### src/rtl/ireq_arbiter.sv
// Packet-atomic round-robin arbiter (DB vs NWRITE/NREAD) onto the SRIO ireq stream with length policing.
// Optional IREQ_ARB_DB_PRIO_EN: doorbell source gets strict priority on ties instead of round-robin.
module ireq_arbiter #(
  parameter int MAX_BEATS = 33,
  parameter int CNT_W     = 16
) (
  input  logic             log_clk,
  input  logic             log_rst,
  input  logic             db_tvalid,
  output logic             db_tready,
  input  logic             db_tlast,
  input  logic [63:0]      db_tdata,
  input  logic [7:0]       db_tkeep,
  input  logic [31:0]      db_tuser,
  input  logic             nw_tvalid,
  output logic             nw_tready,
  input  logic             nw_tlast,
  input  logic [63:0]      nw_tdata,
  input  logic [7:0]       nw_tkeep,
  input  logic [31:0]      nw_tuser,
  output logic             ireq_tvalid_o,
  input  logic             ireq_tready_in,
  output logic             ireq_tlast_o,
  output logic [63:0]      ireq_tdata_o,
  output logic [7:0]       ireq_tkeep_o,
  output logic [31:0]      ireq_tuser_o,
  input  logic             err_clr,
  output logic             len_err,
  output logic [CNT_W-1:0] db_pkt_cnt,
  output logic [CNT_W-1:0] nw_pkt_cnt
);

  localparam int BW = $clog2(MAX_BEATS + 1);

  typedef enum logic [1:0] {S_IDLE, S_GNT_DB, S_GNT_NW, S_DRAIN} state_t;

  state_t           r_state;
  logic             r_drain_nw;
  logic             r_last_nw;
  logic [BW-1:0]    r_beat_cnt;
  logic             r_len_err;
  logic [CNT_W-1:0] r_db_cnt;
  logic [CNT_W-1:0] r_nw_cnt;

  logic w_sel_db, w_sel_nw, w_granted;
  logic w_src_vld, w_src_last, w_at_max, w_acc, w_pkt_end, w_len_set;
  logic w_drain_end, w_pick_db;

  assign w_sel_db   = (r_state == S_GNT_DB);
  assign w_sel_nw   = (r_state == S_GNT_NW);
  assign w_granted  = w_sel_db | w_sel_nw;
  assign w_src_vld  = w_sel_db ? db_tvalid : nw_tvalid;
  assign w_src_last = w_sel_db ? db_tlast  : nw_tlast;
  assign w_at_max   = (r_beat_cnt == BW'(MAX_BEATS - 1));

  // Payload is a pure mux of the granted source; zero whenever nothing is granted.
  assign ireq_tvalid_o = w_granted & w_src_vld;
  assign ireq_tlast_o  = w_granted & (w_src_last | w_at_max);
  assign ireq_tdata_o  = w_sel_db ? db_tdata : (w_sel_nw ? nw_tdata : 64'd0);
  assign ireq_tkeep_o  = w_sel_db ? db_tkeep : (w_sel_nw ? nw_tkeep : 8'd0);
  assign ireq_tuser_o  = w_sel_db ? db_tuser : (w_sel_nw ? nw_tuser : 32'd0);

  assign db_tready = (w_sel_db & ireq_tready_in) | ((r_state == S_DRAIN) & ~r_drain_nw);
  assign nw_tready = (w_sel_nw & ireq_tready_in) | ((r_state == S_DRAIN) &  r_drain_nw);

  assign w_acc       = ireq_tvalid_o & ireq_tready_in;
  assign w_pkt_end   = w_acc & (w_src_last | w_at_max);
  assign w_len_set   = w_acc & w_at_max & ~w_src_last;
  assign w_drain_end = (r_state == S_DRAIN) &
                       (r_drain_nw ? (nw_tvalid & nw_tlast) : (db_tvalid & db_tlast));

`ifdef IREQ_ARB_DB_PRIO_EN
  assign w_pick_db = db_tvalid;
`else
  // On a tie the doorbell wins only if the data path was served last.
  assign w_pick_db = db_tvalid & (~nw_tvalid | r_last_nw);
`endif

  always_ff @(posedge log_clk) begin
    if (log_rst) begin
      r_state    <= S_IDLE;
      r_drain_nw <= 1'b0;
      r_last_nw  <= 1'b1;
      r_beat_cnt <= '0;
      r_len_err  <= 1'b0;
      r_db_cnt   <= '0;
      r_nw_cnt   <= '0;
    end else begin
      case (r_state)
        S_IDLE: begin
          if (w_pick_db)      r_state <= S_GNT_DB;
          else if (nw_tvalid) r_state <= S_GNT_NW;
        end
        S_GNT_DB, S_GNT_NW: begin
          if (w_pkt_end) begin
            r_beat_cnt <= '0;
            r_last_nw  <= w_sel_nw;
            if (w_sel_db) r_db_cnt <= r_db_cnt + CNT_W'(1);
            else          r_nw_cnt <= r_nw_cnt + CNT_W'(1);
            if (w_src_last) begin
              r_state <= S_IDLE;
            end else begin
              r_state    <= S_DRAIN;
              r_drain_nw <= w_sel_nw;
            end
          end else if (w_acc) begin
            r_beat_cnt <= r_beat_cnt + BW'(1);
          end
        end
        S_DRAIN: begin
          if (w_drain_end) r_state <= S_IDLE;
        end
        default: r_state <= S_IDLE;
      endcase

      if (w_len_set)    r_len_err <= 1'b1;
      else if (err_clr) r_len_err <= 1'b0;
    end
  end

  assign len_err    = r_len_err;
  assign db_pkt_cnt = r_db_cnt;
  assign nw_pkt_cnt = r_nw_cnt;

endmodule

### config.mk
export PLATFORM = sky130hd
export DESIGN_NAME = ireq_arbiter
export DESIGN_NICKNAME = d
export VERILOG_FILES = /design/src/rtl/ireq_arbiter.sv
export SDC_FILE = /design/constraint.sdc
export NUM_CORES = 1
export LEC_CHECK = 0
export CORE_AREA = 2 2 139 141
export CTS_CLUSTER_SIZE = 10
export DETAILED_ROUTE_END_ITERATION = 10
export DIE_AREA = 0 0 141 143
export GPL_TIMING_DRIVEN = 0
export RECOVER_POWER = 100
export SETUP_SLACK_MARGIN = 0.4
export SYNTH_ARGS = -nofsm -noshare
export SYNTH_HDL_FRONTEND = slang
export SYNTH_SLANG_ARGS = --single-unit
### constraint.sdc
create_clock -name log_clk -period 4.3 [get_ports log_clk]
set_input_delay 1.29 -clock log_clk [delete_from_list [all_inputs] [get_ports log_clk]]
set_output_delay 1.29 -clock log_clk [all_outputs]
set_load 0.05 [all_outputs]
==> flow_summary.json <==
{
  "antenna_found_initial": 16,
  "layout_common_cells": "212 x clkdlybuf4s50_1, 105 x a22o_1, 52 x clkbuf_1, 43 x dfxtp_1, 37 x clkbuf_2",
  "synth_warnings": 0,
  "dpl.hpwl_um": 21100,
  "ctsHoldBuffers": 0,
  "vdd_drop_max_mv": 0.281,
  "synth.avg_cell_area_um2": 8.33,
  "worstHoldPathType": "flip-flop to flip-flop",
  "worst_slew_pin_slew_ps": 667,
  "pwr-share-seq": 0.118,
  "cp.arrival_ps": 2780,
  "ff_latch_area_um2": 861,
  "setup_violations": 0,
  "max-slew-margin-rel": 0.557,
  "yosysUniqueCellTypes": 46,
  "drt_iter0_drc": 313,
  "synth_area_um2": 3440,
  "coreArea_um2": 18600,
  "grt-ovfl-total": 0,
  "worst_hold_slack_ps": 481,
  "path_cells": "dlygate4sd3_1 -> mux2_1 -> and2_1 -> buf_2",
  "nFillCells": 1961,
  "wl_um": 25100,
  "dieArea_um2": 20200,
  "hold_viol": 0,
  "power_uw": 3600,
  "ys_seq_elements": 43,
  "ant_nets": 0,
  "wl_per_cell_um": 24.5,
  "die_w_um": 141,
  "slowest_stage": "dlygate4sd3_1",
  "worst_setup_path_start_kind": "input pin",
  "slowest_delay_ps": 640,
  "grt_usage": 0.236,
  "critPathCaptureType": "output pin",
  "cts_max_level": 2,
  "syn2layout_area_growth_pct": 107,
  "clock_latency_ps": 290,
  "finalWorstSetupSlack_ps": 230,
  "grt_setup_unrepaired": "true",
  "via_per_inst": 5.00,
  "synthFlopType": "dfxtp_1",
  "instances_no_fill": 1024,
  "firstDrtPassIters": 4,
  "portBuffers": 355,
  "die-height_um": 143,
  "io_pins": 357,
  "pre_cts_ws_ps": -525,
  "clockPowerShare": 0.124,
  "grt_max_degree": 14,
  "grt_pass1_vias": 4929,
  "fin_crit_sh": 0.947,
  "async_reset_ff_frac": 0,
  "gp_congestion": 0.895,
  "grt_pass1_wl_um": 34400,
  "combPwrFrac": 0.758,
  "fmax_mhz": 246,
  "p_per_area_nw_per_um2": 506,
  "p_leak_uw": 0.00291,
  "skew_ps": 6.87,
  "cts_tree": "yes",
  "drive_above_1_share": 0.104,
  "internal_power_uw": 1470,
  "rows": 50,
  "path_class": "input pin to output pin",
  "cp.required_ps": 3010,
  "cts_max_path_buffers": 2,
  "status": "completed",
  "report.final.slew_viol_count": 0,
  "cts_num_sinks": 43,
  "syn_inst": 413,
  "p_sw_uw": 2130,
  "maxCapViolations": 0,
  "synth_fp_nets": 639,
  "final_nets": 1002,
  "ys_seq_area_frac": 0.250,
  "start_util": 0.185,
  "cts-root-buf": "clkbuf_16",
  "swShare": 0.591,
  "fin_util": 0.383,
  "final_common_cell": "clkdlybuf4s50_1",
  "synth-edff-count": 0,
  "dp.cells": 1002,
  "cts_buffers": 5,
  "multi_input_area_um2": 2380,
  "post-route-drc-count": 0,
  "vias": 5116,
  "cp_max_fo": 7,
  "clk_pin_slew_ps": 60,
  "finalCriticalPeriod_ps": 4070
}
logic make-up (layout without fill, tap and decap cells):
kind of cell | Yosys count | in the layout | share of synthesized area
XOR/XNOR | 4 | 4 | 0.0102
other | 0 | 13 | 0
AND/OR/NAND/NOR | 127 | 127 | 0.219
adder cells (fa/ha/maj) | 10 | 10 | 0.0364
flip-flops | 43 | 43 | 0.250
buffers and inverters | 50 | 414 | 0.0575
AO/OA/AOI/OAI | 162 | 162 | 0.370
multiplexers | 17 | 17 | 0.0560
synth_stat cells (all sizes together), types with 2 or more instances:
master	count	area, um^2
a211oi	2	15.0
a21boi	2	15.0
a21oi	22	110
a22o	105	920
a31oi	4	25.0
and2	3	18.8
and3	5	31.3
and4	4	35.0
buf	4	25.0
clkbuf	36	135
dfxtp	43	861
ha	10	125
inv	10	37.5
mux2	15	169
mux2i	2	23.8
nand2	14	52.6
nand3	10	50.1
nand4	11	68.8
nand4b	2	17.5
nor2	18	67.6
nor2b	15	93.8
nor3	10	50.1
nor3b	5	37.5
nor4	2	12.5
nor4b	5	43.8
o21ai	7	35.0
o31ai	15	113
or3	3	18.8
or4	15	113
xnor2	3	26.3
worst max-delay path: cells and delay by family:
family / cells / cell delay [ps]
muxes: 1 / 440
and+or+nand+nor: 1 / 200
buffers and inverters: 2 / 850
repair_timing:
| action | 4_1_cts | 5_1_grt |
|---|---|---|
| gates resized for setup | 272 | 140 |
| pin swaps | 0 | 0 |
| hold endpoints to repair | 0 | 0 |
| endpoints found under the setup margin | 108 | 89 |
| buffers inserted | 0 | 1 |
sequential cells by signal, summed over array words and instances, names as in the netlist:
signal and cells:
r_state 2, len_err 1, r_drain_nw 1, r_last_nw 1, db_pkt_cnt 16, nw_pkt_cnt 16
r_beat_cnt 6
per-stage QoR:
| stage | setup TNS (ps) | cell area [um^2] |
|---|---|---|
| 5_1_grt | 0 | 7100 |
| 4_1_cts | 0 | 7500 |
| 2_1_floorplan | 0 | 3440 |
| 3_3_place_gp | -21630 | 7280 |
| 3_5_place_dp | -23690 | 7280 |
| 6_report | 0 | 7120 |
path summary, 6_finish.rpt:
check	startpoint	end	slack [ps]	cells past startpoint
worst max-delay path	db_tvalid	ireq_tvalid_o	230	4
worst min-delay path	len_err	len_err	480	2
worst max register to register	r_state[1]	nw_pkt_cnt[1]	1540	8
worst min register to register	len_err	len_err	480	2
metal layers:
layer,wire [um],track usage,up-vias,part of all wire
met2,10600,0.345,251,0.42
li1,-,-,2386,-
met1,11600,0.329,2445,0.46
met4,213,0.0495,10,0.0085
met3,2620,0.0939,24,0.10
met5,69,0,-,0.0028
power by group through the flow:
| stage | clock network [uW] | logic, uW | registers, uW |
|---|---|---|---|
| after floorplan | 0 | 1890 | 436 |
| after global placement | 0 | 3010 | 432 |
| after detailed placement | 0 | 3010 | 433 |
| after CTS | 452 | 2880 | 423 |
| after global routing | 466 | 2840 | 426 |
| final | 448 | 2730 | 423 |
area by class of cell:
type / count / area share
diodes: 13 / 0.00457
multi-input cells: 320 / 0.334
inverters: 10 / 0.00527
repair buffers: 356 / 0.444
flip-flops and latches: 43 / 0.121
well taps: 234 / 0.0411
clock buffers: 6 / 0.0195
clock inverters: 2 / 0.00492
plain buffers: 40 / 0.0264
Note: power is estimated with default switching activity, not from simulation.
